[config.mk]
export PLATFORM = sky130hd
export DESIGN_NAME = ifetch_prefetch
export DESIGN_NICKNAME = d
export VERILOG_FILES = /design/src/rtl/ifetch_prefetch.sv
export SDC_FILE = /design/constraint.sdc
export NUM_CORES = 1
export LEC_CHECK = 0
export ABC_AREA = 1
export CAP_MARGIN = 15
export CORE_MARGIN = 3
export CORE_UTILIZATION = 46
export CTS_CLUSTER_SIZE = 14
export DETAILED_ROUTE_END_ITERATION = 12
export DONT_BUFFER_PORTS = 1
export GPL_TIMING_DRIVEN = 0
export SYNTH_ARGS = -nofsm -noshare
export SYNTH_HDL_FRONTEND = slang
export SYNTH_SLANG_ARGS = --single-unit
[constraint.sdc]
create_clock -name clk -period 11.7 [get_ports clk]
set_input_delay 0 -clock clk [delete_from_list [all_inputs] [get_ports clk]]
set_output_delay 0 -clock clk [all_outputs]
set_load 0.05 [all_outputs]
[src/rtl/ifetch_prefetch.sv]
// Instruction-fetch prefetcher: sequential imem requests, DEPTH-entry buffer, redirect flush.
// Optional IFETCH_BYPASS_EN forwards an ack straight to the core when the buffer is empty.
`timescale 1ns/1ps

package ifetch_prefetch_pkg;
  typedef struct packed {
    logic [31:0] pc;
    logic [31:0] word;
  } fetch_entry_t;
endpackage

module ifetch_prefetch
  import ifetch_prefetch_pkg::*;
#(
  parameter int unsigned DEPTH    = 4,
  parameter logic [31:0] RESET_PC = 32'h0000_0000
) (
  input  logic        clk,
  input  logic        rst_n,
  input  logic        redirect,
  input  logic [31:0] redirect_pc,
  output logic        imem_req,
  output logic [31:0] imem_addr,
  input  logic        imem_ack,
  input  logic [31:0] imem_rdata,
  output logic        ins_valid,
  output logic [31:0] ins,
  output logic [31:0] ins_pc,
  input  logic        ins_ready
);

  localparam int unsigned PW = $clog2(DEPTH);
  localparam int unsigned CW = PW + 1;

  typedef enum logic [1:0] {IDLE, REQ, DROP} state_t;

  state_t        state;
  logic [31:0]   fetch_pc;
  logic [31:0]   target_pc;
  fetch_entry_t  mem [DEPTH];
  fetch_entry_t  head;
  logic [PW-1:0] wptr;
  logic [PW-1:0] rptr;
  logic [CW-1:0] count;
  logic [CW-1:0] count_nx;
  logic          fifo_empty;
  logic          ack_ok;
  logic          bypass_take;
  logic          pop;
  logic          push;
  logic          has_space;

  // Handshake decode, occupancy look-ahead and head presentation
  always_comb begin
    target_pc  = redirect_pc & ~32'h0000_0003;
    head       = mem[rptr];
    fifo_empty = (count == '0);
    ack_ok     = (state == REQ) && imem_ack && !redirect;
`ifdef IFETCH_BYPASS_EN
    bypass_take = ack_ok && fifo_empty && ins_ready;
`else
    bypass_take = 1'b0;
`endif
    pop       = !fifo_empty && ins_ready && !redirect;
    push      = ack_ok && !bypass_take;
    count_nx  = count + CW'(push) - CW'(pop);
    has_space = (count_nx < CW'(DEPTH));
    ins_valid = !fifo_empty;
    ins       = '0;
    ins_pc    = '0;
    if (!fifo_empty) begin
      ins    = head.word;
      ins_pc = head.pc;
    end
`ifdef IFETCH_BYPASS_EN
    else if (ack_ok) begin
      ins_valid = 1'b1;
      ins       = imem_rdata;
      ins_pc    = fetch_pc;
    end
`endif
  end

  // Fetch FSM; one request outstanding at most, redirect takes priority
  always_ff @(posedge clk or negedge rst_n) begin
    if (!rst_n) begin
      state     <= IDLE;
      fetch_pc  <= RESET_PC;
      imem_req  <= 1'b0;
      imem_addr <= RESET_PC;
    end else begin
      case (state)
        IDLE: begin
          if (redirect) begin
            fetch_pc <= target_pc;
          end else if (has_space) begin
            imem_req  <= 1'b1;
            imem_addr <= fetch_pc;
            state     <= REQ;
          end
        end
        REQ: begin
          if (redirect) begin
            fetch_pc <= target_pc;
            if (imem_ack) begin
              imem_req <= 1'b0;
              state    <= IDLE;
            end else begin
              state <= DROP;
            end
          end else if (imem_ack) begin
            fetch_pc <= fetch_pc + 32'd4;
            if (has_space) begin
              imem_addr <= fetch_pc + 32'd4;
            end else begin
              imem_req <= 1'b0;
              state    <= IDLE;
            end
          end
        end
        DROP: begin
          if (redirect) fetch_pc <= target_pc;
          // An ack here ends the stale request even if a new redirect arrives with it
          if (imem_ack) begin
            imem_req <= 1'b0;
            state    <= IDLE;
          end
        end
        default: begin
          imem_req <= 1'b0;
          state    <= IDLE;
        end
      endcase
    end
  end

  // Buffer pointers and occupancy; redirect empties the buffer
  always_ff @(posedge clk or negedge rst_n) begin
    if (!rst_n) begin
      wptr  <= '0;
      rptr  <= '0;
      count <= '0;
    end else if (redirect) begin
      wptr  <= '0;
      rptr  <= '0;
      count <= '0;
    end else begin
      if (push) wptr <= wptr + PW'(1);
      if (pop)  rptr <= rptr + PW'(1);
      count <= count_nx;
    end
  end

  // Entry storage needs no reset; empty entries are masked on the output
  always_ff @(posedge clk) begin
    if (push) mem[wptr] <= '{pc: fetch_pc, word: imem_rdata};
  end

endmodule
* Word level (Yosys, flattened, before mapping)
Memory sizes are Yosys's and may differ from the RTL's.
Cells that the tools add are included.
** Word-level totals
- Register bits :: 74
- Memory bits (writable) :: 256
- Bits of input ports :: 69
- Output and inout port bits :: 98
- Memories kept :: 1
** Memories
- mem :: depth 4, bits a word 64, rd ports 1, clocked after Yosys merged registers in 0, write ports 1, RTL line 40 : fetch_entry_t mem [DEPTH];
** Cells by class
- Add/subtract/negate cells :: 5
- $lt $le $gt $ge :: 1
- Eq/ne operators :: 11
- Muxes and demuxes :: 34
- Reductions and logical operators :: 17
** Operators with widths (number)
- $mux 32 :: 10
- $pmux 32 s2 :: 2
- $add 32x3->32 const B :: 1
- $mux 2 :: 11
- $ne 2x2->1 const B :: 6
- $mux 1 :: 8
- $reduce_bool 2->1 :: 4
- $ne 3x3->1 const B :: 2
- $pmux 2 s3 :: 1
- $reduce_and 6->1 :: 1
- $reduce_and 5->1 :: 1
- $add 2x1->2 const B :: 2
- $logic_and 1x1->1 :: 4
- $reduce_and 4->1 :: 1
- $add 3x1->3 :: 1
- $logic_not 3->1 :: 1
- $lt 3x3->1 const B :: 1
- $mux 3 :: 1
- $pmux 1 s3 :: 1
- $reduce_and 3->1 :: 1
- $sub 3x1->3 :: 1
- $eq 2x1->1 const B :: 1
- $eq 2x2->1 const B :: 1
- $logic_not 1->1 :: 2
- 3 further kinds :: 3

* Depth between registers and ports, before layout
Gate-level depths: netlist (run 1).
- Word-level depth :: 10
- Depth in mapped cells :: 19
- Mapped depth without buffers :: 19

* Worst setup path before layout (run 1)
No wires, ideal clock.
- Path type :: flip-flop to flip-flop
- Start point :: register state[0]
- End point :: memory mem[0][0] in the netlist's numbering, enable pin
- Setup time :: 0.482 ns
- Arrival time :: 3.442 ns
- Required time :: 11.218 ns
- Setup slack :: 7.775 ns
- Cell stages (with the launch flop) :: 5
- Path buffers :: 0
- Cell sequence :: dfrtp_1 -> inv_1 -> nor2_4 -> nand3_1 -> nor2_1
** On the way
- Longest elaborated chain between the ends :: 5
** Ends and longest elaborated chain
- from (decl) :: RTL line 37 : state_t state;
- from (signal assigned) :: RTL line 87 : state <= IDLE;
- from (signal assigned) :: RTL line 99 : state <= REQ;
- from (signal assigned) :: RTL line 107 : state <= IDLE;
- $eq 2x1->1 :: RTL line 58 : ack_ok = (state == REQ) && imem_ack && !redirect;
- $logic_and 1x1->1 (2 in series) :: RTL line 58
- $mux 1 :: RTL line 156 : if (push) mem[wptr] <= '{pc: fetch_pc, word: imem_rdata};
- $mux 1 (implied by the code) :: RTL line 156
- to (decl) :: RTL line 40
No other way between the ends.

* Final worst setup path (run 1)
- Start point :: register count[1]
- End point :: register imem_addr[15]
** On the way
- Longest elaborated chain between the ends :: 8
** Ends and longest elaborated chain
- from (decl) :: RTL line 44 : logic [CW-1:0] count;
- from (signal assigned) :: RTL line 150 : count <= count_nx;
- parallel branches: the longest is 4 deep, another holds $add 3x1->3
- $sub 3x1->3 (*) :: RTL line 66 : count_nx = count + CW'(push) - CW'(pop);
- $lt 3x3->1 (*) :: RTL line 67 : has_space = (count_nx < CW'(DEPTH));
- $ne 2x2->1 (no line)
- $reduce_and 6->1 (no line) (*)
- to (signal assigned) :: RTL line 98 : imem_addr <= fetch_pc;
- to (signal assigned) :: RTL line 114 : imem_addr <= fetch_pc + 32'd4;
- to (decl) :: RTL line 23 : output logic [31:0] imem_addr,
Mark *: on every way between the ends.
A chain may end at the register's enable or synchronous reset.

==> summary.txt, run 1 <==
clock-pin slew on the worst setup and hold paths: 60 ps
required time of the worst setup path: 12,150 ps
vias in the first global route: 9,994
via count: 10,200
largest net degree at the start of global routing: 71
num rows: 63
largest area contributor in the netlist: edfxtp_1
final setup TNS: 0 ps
Worst Tran Pin Value: 1260 ps
synthesized flop and latch total: 318
PortBufs: 0
initial DRC count: 845
NumNets Final: 1,589
synth warn: 0
final wirelength: 36.8 mm
hpwl dp: 24.3 mm
initial antenna violation count: 0
Static Leak: 6.25 nW
Final Cell Area: 0.0165 mm2
reg2reg start: count[1]
WP data arrival: 4200 ps
top cells by area, synth: edfxtp_1, dfrtp_1, nor2_1, nand2_1, o21ai_0
RD Place Congestion: 0.908
crit path time final: 3750 ps
CP endpoint kind: flop
DR vias/cell: 5.28
FMAX: 267 MHz
Worst VDD drop: 0.000199 V
post-route ant nets: 0
sequential area share after synthesis: 0.658
Synth async-reset ratio: 0.220
Post-synth EDFFs: 248
I/O Pins: 167
Die Y-Extent: 180 um
pwr dens: 260 mW/mm2
class of the worst hold path: in2async
Place WS: 7680 ps
Yosys cell types: 36
Max Slew Vio Count: 0
critical path startpoint: count[1]
Synth top area share: 0.533
core region area: 0.0298 mm2
Worst R2R End: imem_addr[15]
root buffer selected by CTS: clkbuf_16
DR WL/cell: 19.1 um
P&R area growth vs syn: 17.7%
total global routing overflow: 0
Antenna diodes: 0
Clock Sinks: 318
placed cell areas: 0.0147 mm2
status: completed
CTS tree: yes
clk_skew: 8.96 ps
Mapped Area: 0.0140 mm2
synth cell count leaders: nor2_1, edfxtp_1, nand2_1, o21ai_0, a21oi_1
fin worst setup slack: 7950 ps
Relative slew margins: 0.160
H-tree levels: 2
die area: 0.0325 mm2
Clock Path Buffers: 3
crit path max fanout: 10
initial core utilization: 0.469
DRT Pass-1 Iters: 5
first-pass GRT wire length: 56.5 mm
final setup fails: 0
Main synth FF type: edfxtp_1
RSZ-0062 raised after global routing: false
FF-to-FF path depth: 20
Final Hold Fails: 0
average size of a mapped cell: 10.0 um2
# DRC: 0
reg2reg setup slack: 7950 ps
GRT Total Usage: 0.221
clock latency on the worst-skew pair: 510 ps
CTS buffer count: 34
period utilization: 0.321
MaxCap Viol Count: 0
Die Span X: 180 um
share of layout cells above drive strength 1: 0.0808
Post-Synthesis Cells: 1,393
CP Launch Type: flop
most frequent cell after synthesis: nor2_1
critical setup path kind: reg2reg
==> layout make-up <==
type	count	area, um2
fill	2635	13300
sequential	318	9200
multi-input combinational	944	4230
clock buffer	47	963
timing repair buffer	80	920
tap	390	488
buffer	74	374
inverter	60	226
clock inverter	11	56.3
==> per-stage QoR <==
step / util / hold WS (ps) / total power, mW / instances
6_report: 0.552 / 23.9 / 4.27 / 1924
2_1_floorplan: - / -296 / 2.86 / 1396
5_1_grt: 0.552 / 41.1 / 4.51 / 1924
3_3_place_gp: 0.486 / -293 / 3.23 / 1786
4_1_cts: 0.552 / 26.2 / 4.29 / 1923
3_5_place_dp: 0.494 / -294 / 3.27 / 1798
==> power by group <==
part | switching, mW | internal [mW]
registers | 0.356 | 1.41
clock network | 0.419 | 0.575
logic | 1.18 | 0.337
==> critical path, cell delays in order, from the launching register on <==
cell and delay, ps:
dfrtp_1 430, nor3_2 630, buf_6 230, nor2_1 70, inv_1 140, nor2_1 60
ha_1 310, inv_1 60, ha_1 130, inv_1 50, fa_1 380, inv_1 60
nand2_1 60, nand2_1 80, nand2_1 50, nand2_1 160, nand3_2 180, buf_2 260
a21oi_1 140, nand2_1 100, nand2_1 80
==> cells by family (layout without fill, tap and decap cells) <==
| group | Yosys count | count (layout) | share of synthesized area |
|---|---|---|---|
| AND/OR/NAND/NOR | 671 | 671 | 0.194 |
| flip-flops | 318 | 318 | 0.658 |
| AO/OA/AOI/OAI | 254 | 254 | 0.0932 |
| buffers and inverters | 134 | 272 | 0.0429 |
| adder cells (fa/ha/maj) | 8 | 8 | 0.00769 |
| XOR/XNOR | 7 | 7 | 0.00438 |
| other | 1 | 4 | 0.000268 |
==> layer usage <==
| layer | vias to the layer above | routed length [um] | track usage |
|---|---|---|---|
| li1 | 4928 | - | - |
| met1 | 4845 | 16000 | 0.304 |
| met2 | 327 | 17700 | 0.366 |
| met3 | 56 | 2360 | 0.0398 |
| met4 | 0 | 817 | 0.0605 |
| met5 | - | 0 | 0 |
==> cells in the final DEF, fill, tap and decap left out, types with 6 or more instances in the layout <==
cell type / count
buf_2: 29
nand2_1: 242
buf_12: 6
edfxtp_1: 248
nor2_1: 338
o21ai_0: 148
clkbuf_1: 40
xor2_1: 6
buf_6: 9
dlygate4sd3_1: 66
a21oi_1: 89
buf_4: 8
nor2_4: 11
inv_1: 56
nand3_1: 66
clkbuf_16: 37
dfrtp_1: 70
ha_1: 7
clkinv_2: 6
==> sequential cells by signal, summed over array words and instances, names as in the netlist <==
name / cells
wptr: 2
count: 3
rptr: 2
fetch_pc: 30
mem: 248
imem_req: 1
imem_addr: 30
state: 2
==> what timing repair did <==
item / in CTS / in global routing
hold buffers: 67 / 0
endpoints found under the hold margin: 238 / 0
buffers inserted: 0 / 0
resized for setup: 0 / 0
==> worst max path at each step <==
| stage | to | depth (start not counted) |
|---|---|---|
| after global routing | imem_addr[17] | 20 |
| final | imem_addr[15] | 20 |
| after detailed placement | imem_addr[4] | 19 |
| after floorplan | mem[0][0] | 4 |
| after global placement | mem[3][28] | 4 |
| after CTS | imem_addr[3] | 19 |
Power figures use the tool's default switching activity.
==> run 2, diff against run 1 <==
==> constraint.sdc (replaced) <==
create_clock -name clk -period 3.5 [get_ports clk]
set_input_delay 0 -clock clk [delete_from_list [all_inputs] [get_ports clk]]
set_output_delay 0 -clock clk [all_outputs]
set_load 0.05 [all_outputs]
==> run 2 against run 1 <==
  * Clock-buffer cell count did not move
  * Register-to-register slack lost 7600 ps
  * Combinational power grew to 3.4 times the previous value
  * Worst hold slack got worse by 1.9 ps
  * First-iteration DRC count increased by 11%
  * Clock power grew to 3.3 times the previous value
  * Sequential power increased to 3.3 times the previous value
  * Largest power group unchanged
==> summary.txt, run 2 (same netlist as run 1, synthesis figures left out) <==
max reg flops: 248 (unchanged)
CP Launch Type: flop
Max Slew Vio Count: 0 (unchanged)
crit path max fanout: 10 (unchanged)
final wirelength: 37.0 mm (+0.43%)
GRT Total Usage: 0.222 (+0.000620)
WP data arrival: 3600 ps (-600 ps)
P&R area growth vs syn: 18.0%
Worst VDD drop: 0.000669 V (+240%)
RSZ-0062 raised after global routing: false
total global routing overflow: 0 (unchanged)
CTS buffer count: 34 (unchanged)
initial DRC count: 934 (+11%)
root buffer selected by CTS: clkbuf_16
Final Cell Area: 0.0165 mm2 (+0.27%)
PortBufs: 0 (unchanged)
num rows: 63 (unchanged)
FMAX: 317 MHz (+19%)
clk_skew: 8.76 ps (-0.202 ps)
initial core utilization: 0.469 (unchanged)
first-pass GRT wire length: 56.7 mm (+0.23%)
DR WL/cell: 19.2 um (+0.32%)
CP endpoint kind: flop
clock-pin slew on the worst setup and hold paths: 60 ps (about the same)
vias in the first global route: 10,000 (+0.060%)
hpwl dp: 24.3 mm (unchanged)
Worst Tran Pin Value: 1260 ps (+1.05 ps)
Antenna diodes: 0 (unchanged)
RD Place Congestion: 0.908 (unchanged)
most common cell after layout, fill and taps aside: nor2_1
# DRC: 0 (unchanged)
Largest Register: mem
critical setup path kind: reg2reg
initial antenna violation count: 0 (unchanged)
status: completed
Fillers: 2,628 (-0.27%)
clock latency on the worst-skew pair: 510 ps (about the same)
NumNets Final: 1,591 (+0.13%)
largest net degree at the start of global routing: 71 (unchanged)
final setup TNS: 0 ps (unchanged)
critical path, cell by cell: nor3_4, nor2_1, inv_1, nor2_1, ha_1, inv_1, ha_1, inv_1, fa_1, inv_1, nand2_1, nand2_1, nand2_1, nand2_2, nand3_4, clkbuf_4, a21oi_1, nand2_1, nand2_1
crit path time final: 3150 ps (-599 ps)
H-tree levels: 2 (unchanged)
I/O Pins: 167 (unchanged)
period utilization: 0.901 (+0.580)
pwr dens: 869 mW/mm2 (+230%)
die area: 0.0325 mm2 (unchanged)
most frequent cells in the layout: nor2_1, edfxtp_1, nand2_1
placed cell areas: 0.0147 mm2 (unchanged)
share of layout cells above drive strength 1: 0.0827 (+0.00185)
CTS tree: yes
Clock Sinks: 318 (unchanged)
class of the worst hold path: in2async
largest registers: mem x248, fetch_pc x30, imem_addr x30
CP dominant cell by count: nand2_1
Hold WS: 22.0 ps (-1.90 ps)
via count: 10,200 (+0.38%)
core region area: 0.0298 mm2 (unchanged)
slowest cell on the critical path: dfrtp_1
required time of the worst setup path: 3940 ps (-8210 ps)
Die Y-Extent: 180 um (unchanged)
Final Hold Fails: 0 (unchanged)
post-route ant nets: 0 (unchanged)
crit-path max cell delay: 450 ps (-180 ps)
Clock Path Buffers: 3 (unchanged)
MaxCap Viol Count: 0 (unchanged)
DRT Pass-1 Iters: 5 (unchanged)
final setup fails: 0 (unchanged)
Static Leak: 6.26 nW (+0.21%)
Overall Power: 14.3 mW (+240%)
Relative slew margins: 0.160 (-0.000695)
DR vias/cell: 5.29 (+0.28%)
fin util: 0.554 (+0.00151)
Die Span X: 180 um (unchanged)
-- run 2: cell count changes in the layout (fill, tap and decap cells not counted) --
cell           previous run  this run
nand2_2                   3         4
buf_4                     8        10
nand3_1                  66        65
buf_6                     9         8
nand2_1                 242       241
nand3_2                   1         0
nor3_4                    0         1
dlygate4sd3_1            66        67
nand3_4                   0         2
buf_2                    29        28
clkbuf_4                  0         1
nor3_2                    1         0
-- run 2: cell type report --
type                            count  area (um2)  area share
Clock buffer                       47         963      0.0584
Inverter                           60         226      0.0137
Sequential cell                   318        9200       0.558
Buffer                             74         377      0.0228
Multi-Input combinational cell    944        4250       0.258
Tap cell                          390         488      0.0296
Clock inverter                     11        56.3     0.00341
Timing Repair Buffer               82         933      0.0566
-- run 2: what timing repair did --
item                                    in CTS  in global routing
pin swaps                                    1                  1
resized for setup                            1                  5
hold buffers                                67                  1
endpoints found under the hold margin      238                 27
setup buffers                                1                  1
endpoints found under the setup margin      32                 30
-- run 2: final timing paths --
path,to,cells past startpoint,startpoint,slack [ps]
max reg2reg,imem_addr[15],19,count[1],350
min in group clk,mem[1][28],1,imem_rdata[28],210
min,imem_addr[28],2,rst_n,20
max,imem_addr[15],19,count[1],350
min reg2reg,wptr[0],1,wptr[0],580
max in group asynchronous,fetch_pc[31],2,rst_n,3150
-- run 2: power by group --
part	internal [mW]	leakage, nW	switching, mW
combinational	1.15	2.66	3.96
clock	1.92	0.498	1.40
sequential	4.71	3.10	1.20
-- run 2: metal layers --
| metal | track usage | vias to the layer above | part of all wire |
|---|---|---|---|
| li1 | - | 4939 | - |
| met1 | 0.304 | 4890 | 0.44 |
| met2 | 0.368 | 313 | 0.48 |
| met3 | 0.0402 | 53 | 0.061 |
| met4 | 0.0605 | 0 | 0.022 |
| met5 | 0 | - | 0 |
-- run 2: per-stage QoR --
stage,instances,worst slack [ps]
6_report,1926,347
5_1_grt,1926,66.1
4_1_cts,1924,15.3
3_5_place_dp,1798,-515
3_3_place_gp,1786,-2910
2_1_floorplan,1396,-425
-- run 2: critical path, delay by kind of cell (launching register included) --
| family | cells | cell delay (ps) |
|---|---|---|
| AO/OA/AOI/OAI | 1 | 140 |
| adder cells (fa/ha/maj) | 3 | 820 |
| buffers and inverters | 5 | 570 |
| flip-flops | 1 | 450 |
| AND/OR/NAND/NOR | 10 | 1100 |
